[src/rtl/wb_dsp_scoreboard_pkg.sv]
// Shared constants for the wb_dsp scoreboard: state and fail-cause encodings,
// the default test count, and a saturating counter helper.
package wb_dsp_scoreboard_pkg;

    localparam int unsigned NUMBER_OF_TESTS = 16;
    localparam int unsigned CNT_W           = 16;

    typedef enum logic [1:0] {
        ST_IDLE = 2'd0,
        ST_RUN  = 2'd1,
        ST_PASS = 2'd2,
        ST_FAIL = 2'd3
    } sb_state_e;

    typedef enum logic [2:0] {
        CAUSE_NONE      = 3'd0,
        CAUSE_MISMATCH  = 3'd1,
        CAUSE_COUNT     = 3'd2,
        CAUSE_UNDERFLOW = 3'd3,
        CAUSE_TIMEOUT   = 3'd4
    } fail_cause_e;

    // Increment that sticks at all-ones.
    function automatic logic [CNT_W-1:0] sat_inc(input logic [CNT_W-1:0] v);
        return (v == '1) ? v : v + 1'b1;
    endfunction

endpackage

[src/rtl/wb_dsp_sync_fifo.sv]
// Synchronous first-word-fall-through FIFO holding {mask, data} entries.
// Ports: clk, rst (sync, active-high), flush (sync clear), push/din,
//        pop/dout (head always visible), full, empty.
// Pushes while full and pops while empty are dropped.
module wb_dsp_sync_fifo #(
    parameter int unsigned WIDTH = 64,
    parameter int unsigned DEPTH = 8
) (
    input  logic             clk,
    input  logic             rst,
    input  logic             flush,
    input  logic             push,
    input  logic             pop,
    input  logic [WIDTH-1:0] din,
    output logic [WIDTH-1:0] dout,
    output logic             full,
    output logic             empty
);

    localparam int unsigned AW = $clog2(DEPTH);
    localparam int unsigned CW = AW + 1;

    logic [WIDTH-1:0] mem_q [DEPTH];
    logic [AW-1:0]    wr_ptr_q;
    logic [AW-1:0]    rd_ptr_q;
    logic [CW-1:0]    count_q;
    logic             push_ok;
    logic             pop_ok;

    assign full    = (count_q == CW'(DEPTH));
    assign empty   = (count_q == '0);
    assign push_ok = push && !full;
    assign pop_ok  = pop && !empty;
    assign dout    = mem_q[rd_ptr_q];

    // Storage; pointers wrap naturally since DEPTH is a power of two.
    always_ff @(posedge clk) begin
        if (push_ok) begin
            mem_q[wr_ptr_q] <= din;
        end
    end

    // Pointer and occupancy tracking.
    always_ff @(posedge clk) begin
        if (rst || flush) begin
            wr_ptr_q <= '0;
            rd_ptr_q <= '0;
            count_q  <= '0;
        end else begin
            if (push_ok) wr_ptr_q <= wr_ptr_q + 1'b1;
            if (pop_ok)  rd_ptr_q <= rd_ptr_q + 1'b1;
            if (push_ok && !pop_ok)      count_q <= count_q + 1'b1;
            else if (!push_ok && pop_ok) count_q <= count_q - 1'b1;
        end
    end

endmodule

[src/rtl/wb_dsp_scoreboard.sv]
// In-order self-checking scoreboard for wb_dsp benches.
// Expected words (with per-bit compare mask) are queued via exp_valid/exp_ready;
// each meas_valid pops the head and compares. Counts tests and mismatches,
// records the last mismatch, and produces a sticky pass/fail verdict on done,
// FIFO underflow or timeout.
// Ports: wb_clk/wb_rst, start/done pulses, exp_* push side, meas_* monitor side,
//        test_count/fail_count, mismatch pulse, mis_exp/mis_meas,
//        test_passed/test_failed, fail_cause.
module wb_dsp_scoreboard
    import wb_dsp_scoreboard_pkg::*;
#(
    parameter int unsigned DATA_WIDTH     = 32,
    parameter bit          MASK_EN        = 1'b1,
    parameter int unsigned FIFO_DEPTH     = 8,
    parameter int unsigned NUM_TESTS      = NUMBER_OF_TESTS,
    parameter int unsigned TIMEOUT_CYCLES = 1000000
) (
    input  logic                  wb_clk,
    input  logic                  wb_rst,
    input  logic                  start,
    input  logic                  done,
    input  logic                  exp_valid,
    output logic                  exp_ready,
    input  logic [DATA_WIDTH-1:0] exp_data,
    input  logic [DATA_WIDTH-1:0] exp_mask,
    input  logic                  meas_valid,
    input  logic [DATA_WIDTH-1:0] meas_data,
    output logic [CNT_W-1:0]      test_count,
    output logic [CNT_W-1:0]      fail_count,
    output logic                  mismatch,
    output logic [DATA_WIDTH-1:0] mis_exp,
    output logic [DATA_WIDTH-1:0] mis_meas,
    output logic                  test_passed,
    output logic                  test_failed,
    output logic [2:0]            fail_cause
);

    localparam int unsigned TMR_W = (TIMEOUT_CYCLES > 0) ? $clog2(TIMEOUT_CYCLES + 1) : 1;

    sb_state_e             state_q;
    fail_cause_e           fail_cause_q;
    logic [CNT_W-1:0]      test_count_q, test_count_d;
    logic [CNT_W-1:0]      fail_count_q, fail_count_d;
    logic [TMR_W-1:0]      timer_q, timer_d;
    logic                  mismatch_q;
    logic [DATA_WIDTH-1:0] mis_exp_q, mis_meas_q;
    logic                  passed_q, failed_q;

    logic [2*DATA_WIDTH-1:0] fifo_dout;
    logic                    fifo_full, fifo_empty;
    logic [DATA_WIDTH-1:0]   head_data, head_mask;
    logic                    in_run, do_cmp, underflow, miss, timeout_hit;

    wb_dsp_sync_fifo #(
        .WIDTH (2 * DATA_WIDTH),
        .DEPTH (FIFO_DEPTH)
    ) u_fifo (
        .clk   (wb_clk),
        .rst   (wb_rst),
        .flush (start),
        .push  (in_run && exp_valid),
        .pop   (in_run && meas_valid),
        .din   ({exp_mask, exp_data}),
        .dout  (fifo_dout),
        .full  (fifo_full),
        .empty (fifo_empty)
    );

    // Compare against the FIFO head; emptiness is the registered value, so a
    // same-cycle push never rescues an underflow.
    assign in_run    = (state_q == ST_RUN);
    assign head_data = fifo_dout[DATA_WIDTH-1:0];
    assign head_mask = MASK_EN ? fifo_dout[2*DATA_WIDTH-1:DATA_WIDTH] : '1;
    assign do_cmp    = in_run && meas_valid && !fifo_empty;
    assign underflow = in_run && meas_valid && fifo_empty;
    assign miss      = do_cmp && (((head_data ^ meas_data) & head_mask) != '0);

    // Counter/timer next values; the done verdict looks at these so a compare
    // landing in the done cycle is included.
    assign test_count_d = do_cmp ? sat_inc(test_count_q) : test_count_q;
    assign fail_count_d = miss ? sat_inc(fail_count_q) : fail_count_q;
    assign timer_d      = timer_q + 1'b1;
    assign timeout_hit  = (TIMEOUT_CYCLES != 0) && (timer_d == TMR_W'(TIMEOUT_CYCLES));

    // Verdict FSM with registered outputs.
    always_ff @(posedge wb_clk) begin
        if (wb_rst) begin
            state_q      <= ST_IDLE;
            fail_cause_q <= CAUSE_NONE;
            test_count_q <= '0;
            fail_count_q <= '0;
            timer_q      <= '0;
            mismatch_q   <= 1'b0;
            mis_exp_q    <= '0;
            mis_meas_q   <= '0;
            passed_q     <= 1'b0;
            failed_q     <= 1'b0;
        end else begin
            mismatch_q <= 1'b0;
            if (start) begin
                state_q      <= ST_RUN;
                fail_cause_q <= CAUSE_NONE;
                test_count_q <= '0;
                fail_count_q <= '0;
                timer_q      <= '0;
                mis_exp_q    <= '0;
                mis_meas_q   <= '0;
                passed_q     <= 1'b0;
                failed_q     <= 1'b0;
            end else if (in_run) begin
                test_count_q <= test_count_d;
                fail_count_q <= fail_count_d;
                timer_q      <= timer_d;
                if (miss) begin
                    mismatch_q <= 1'b1;
                    mis_exp_q  <= head_data;
                    mis_meas_q <= meas_data;
                end
                // Priority: underflow, then done, then timeout.
                if (underflow) begin
                    state_q      <= ST_FAIL;
                    failed_q     <= 1'b1;
                    fail_cause_q <= CAUSE_UNDERFLOW;
                end else if (done) begin
                    if (test_count_d == CNT_W'(NUM_TESTS) && fail_count_d == '0) begin
                        state_q  <= ST_PASS;
                        passed_q <= 1'b1;
                    end else begin
                        state_q      <= ST_FAIL;
                        failed_q     <= 1'b1;
                        fail_cause_q <= (fail_count_d != '0) ? CAUSE_MISMATCH : CAUSE_COUNT;
                    end
                end else if (timeout_hit) begin
                    state_q      <= ST_FAIL;
                    failed_q     <= 1'b1;
                    fail_cause_q <= CAUSE_TIMEOUT;
                end
            end
        end
    end

    assign exp_ready   = !fifo_full;
    assign test_count  = test_count_q;
    assign fail_count  = fail_count_q;
    assign mismatch    = mismatch_q;
    assign mis_exp     = mis_exp_q;
    assign mis_meas    = mis_meas_q;
    assign test_passed = passed_q;
    assign test_failed = failed_q;
    assign fail_cause  = fail_cause_q;

endmodule

[config.mk]
export PLATFORM = sky130hd
export DESIGN_NAME = wb_dsp_scoreboard
export DESIGN_NICKNAME = d
export VERILOG_FILES = /design/src/rtl/wb_dsp_scoreboard_pkg.sv /design/src/rtl/wb_dsp_sync_fifo.sv /design/src/rtl/wb_dsp_scoreboard.sv
export SDC_FILE = /design/constraint.sdc
export NUM_CORES = 1
export LEC_CHECK = 0
export CAP_MARGIN = 20
export CORE_UTILIZATION = 50
export DETAILED_ROUTE_END_ITERATION = 8
export PLACE_DENSITY = 0.7
export SYNTH_ARGS = -nofsm -noshare
export SYNTH_HDL_FRONTEND = slang
export SYNTH_SLANG_ARGS = --single-unit
export TNS_END_PERCENT = 10
[constraint.sdc]
create_clock -name wb_clk -period 10 [get_ports wb_clk]
set_input_delay 2 -clock wb_clk [delete_from_list [all_inputs] [get_ports wb_clk]]
set_output_delay 2 -clock wb_clk [all_outputs]
set_load 0.02 [all_outputs]
==> flow_metrics.tcl <==
set metrics [dict create \
    status "completed" \
    r2r-end "mis_exp[5]" \
    rsz0062_at_grt "no" \
    pre_cts_slack_ns 4.12 \
    synth.cell_area_um2 25600 \
    required_ns 10.42 \
    via_count 14400 \
    die_w_um 228 \
    hold_viol_final 0 \
    avgSynthCellArea_um2 16.4 \
    wl_um 58300 \
    p_int_uw 4390 \
    seq_power_share_pct 53.3 \
    yosysSeqAreaShare_pct 70.6 \
    grt_max_degree 108 \
    fin_crit_sh_pct 57.2 \
    power.density_nw_per_um2 180 \
    io-pin-count 205 \
    drtIter0Drc 1219 \
    area_growth_pct 19.0 \
    final_antenna_net_count 0 \
    ctsLongestPathBuffers 3 \
    hpwl_um 34600 \
    p_sw_share_pct 20.1 \
    path_clk_slew_ns 0.06 \
    worstMarginPinSlew_ns 1.10 \
    synth-warning-count 0 \
    initial_core_util_pct 50.9 \
    fin_skew_ns 0.0336 \
    core-area_um2 50400 \
    postCtsSetupBuffers 0 \
    antenna_found_initial 10 \
    crit_top_cell "nor2_1" \
    period_minus_slack_ns 5.72 \
    synth_edf_count 512 \
    cts_resized 0 \
    whs_ns 0.454 \
    crit_fanout 107 \
    grt_usage_pct 22.4 \
    io_buffers 204 \
    r2r_cells 12 \
    path_cells "buf_12, mux4_2, mux2i_1, xor2_1, o22ai_1, nor4_2, nand4_2, nand2_4, buf_4, nor2_1, a21oi_1, nor2_1" \
    cp_data_arrival_time_ns 6.15 \
    fin_area_um2 30500 \
    async_flop_share_pct 0 \
    cts.sinks 649 \
    drive_above_1_share_pct 14.9 \
    final_nets 1887 \
    crit_path_start_kind "flop" \
    overflow 0 \
    cts_buffers 66 \
    max_slew_margin_pct 26.5 \
    comb_power_share_pct 3.6 \
    synthesis.instances 1562 \
    cp_slowest_cell "buf_4" \
    ir_drop_mv 0.127 \
    p_leak_uw 0.00946 \
    p_switching_uw 1110 \
    grt_pass1_wl_um 87600 \
    synth.net_count 1673 \
    synth_seq_cells 649 \
    setup_viol 0 \
    cts_root_buf "clkbuf_16" \
    die_h_um 228 \
    fp.dieArea_um2 52200 \
    critPathCaptureType "flop" \
    ys.flop_type "edfxtp_1" \
    ys_types 66 \
    setup_ws_ns 4.28 \
    hold_buffers 0 \
    avgViaCountPerCell 5.77 \
    crit_path_end "mis_exp[5]" \
    final.setup.tns_ns 0 \
    insertion_delay_ns 0.59 \
    rows 82 \
    gp_congestion 0.888 \
    clock_power_share_pct 43.1 \
    drtPass1Iterations 7 \
    r2r_setup_slack_ns 4.28 \
    hold_class "flop to flop" \
    crit_type "flop to flop" \
    max_stage_delay_ns 0.83 \
    htree_levels 3 \
    wire_per_inst_um 23.3 \
    dpl_cell_area_um2 28400 \
    cts_tree "built" \
    drv_cap 0 \
    clock.fmax_mhz 175 \
    drcViolationCount 0 \
    maxSlewViolCount 0 \
    grt_pass1_vias 14300 \
]
## cell families (layout without fill, tap and decap cells)
| logic type | count (synthesis) | after routing | synth area share (%) |
|---|---|---|---|
| multiplexers | 197 | 197 | 13.9 |
| flip-flops | 649 | 649 | 70.6 |
| other | 0 | 6 | 0 |
| AO/OA/AOI/OAI | 153 | 153 | 3.54 |
| XOR/XNOR | 83 | 83 | 2.83 |
| buffers and inverters | 89 | 353 | 1.59 |
| adder cells (fa/ha/maj) | 9 | 9 | 0.468 |
| AND/OR/NAND/NOR | 382 | 382 | 6.98 |
## per-stage QoR
| step | std cells | total power, uW | utilization (%) |
|---|---|---|---|
| finish | 2504 | 5500 | 60.6 |
| global route | 2503 | 5660 | 60.6 |
| CTS | 2496 | 5540 | 60.5 |
| detailed placement | 2378 | 3180 | 56.3 |
| global placement | 2378 | 3180 | 56.3 |
| floorplan | 1562 | 3080 | - |
## cell type report
class	instances	area, um^2
antenna	6	15.0
clock buffer	91	1830
clock inverter	27	236
fill	3638	19900
inverter	10	37.5
multi-input combinational	824	7180
sequential	649	18100
tap	672	841
timing repair buffer	225	2240
## Yosys cell counts (3+ instances only)
cell,instances,area share (%)
a21oi_1,87,1.7
a31oi_1,7,0.17
and2_1,5,0.12
and3_1,12,0.29
and4_1,4,0.14
buf_1,9,0.13
buf_2,17,0.33
buf_6,6,0.26
clkbuf_1,45,0.66
dfxtp_1,137,11
edfxtp_1,512,60
ha_1,8,0.39
inv_1,10,0.15
mux2i_1,68,2.7
mux4_2,128,11
nand2_1,109,1.6
nand2b_1,4,0.098
nand3_1,32,0.62
nand4_1,14,0.34
nor2_1,144,2.1
nor2b_1,3,0.073
nor3_1,18,0.35
nor3b_1,6,0.18
nor4_1,3,0.073
nor4_2,4,0.20
o21ai_0,14,0.27
o22ai_1,16,0.39
or3_1,7,0.17
or4_1,3,0.088
xnor2_1,19,0.65
xor2_1,64,2.2
## worst max-delay path: cells and delay by family (launching register included)
family	cells	cell delay [ns]
XOR/XNOR	1	0.21
AND/OR/NAND/NOR	5	1.51
buffers and inverters	2	1.45
AO/OA/AOI/OAI	2	0.32
flip-flops	1	0.65
multiplexers	2	1.11
## per-layer routing
metal / vias up / share of wire [%] / GRT usage [%]
met4: 6 / 1.7 / 7.03
met5: - / 0.070 / 0
met3: 71 / 7.0 / 4.40
met1: 7336 / 44 / 31.8
met2: 551 / 47 / 35.0
li1: 6477 / - / -
## flip-flops by register name, summed over array words and instances (netlist names), 4 cells and up, named ones only
register and cells:
mis_exp 32, u_fifo.count_q 4, timer_q 20, u_fifo.mem_q 512
mis_meas 32, fail_count 16, test_count 16
## cells in the final DEF (no fill, tap or decap), drive strengths merged, types with 3 or more instances in the layout
master	synthesis	final
diode	0	6
clkbuf	45	91
nand2b	4	4
or3	7	7
and3	12	12
a21oi	87	87
xor2	64	64
bufinv	0	4
nor2	144	144
nand2	109	109
o21ai	16	16
nor3	18	18
or4	3	3
o22ai	16	16
inv	10	13
and4	5	5
nand3	32	32
nand4	16	16
a31oi	7	7
clkdlybuf4s50	0	204
mux4	128	128
dfxtp	137	137
xnor2	19	19
nor3b	6	6
clkinv	0	19
ha	8	8
nor2b	3	3
and2	5	5
edfxtp	512	512
mux2i	68	68
buf	34	21
nor4	7	7
## power groups by stage
stage                     clock network [uW]  registers [uW]  logic, uW
after floorplan                            0            2990       82.9
after global placement                     0            2990        190
after detailed placement                   0            2990        195
final                                   2370            2930        195
after CTS                               2410            2930        196
after global routing                    2520            2930        210
## worst min-delay path by stage
stage | from | end | slack (ns) | depth (start not counted)
2_1_floorplan | state_q[1] | state_q[1] | 0.45 | 2
4_1_cts | mis_meas[5] | mis_meas[5] | 0.45 | 2
5_1_grt | test_passed | test_passed | 0.48 | 2
3_3_place_gp | mis_meas[7] | mis_meas[7] | 0.44 | 2
3_5_place_dp | mis_meas[5] | mis_meas[5] | 0.45 | 2
6_report | mis_meas[22] | mis_meas[22] | 0.45 | 2
(Power assumes the default switching activity.)
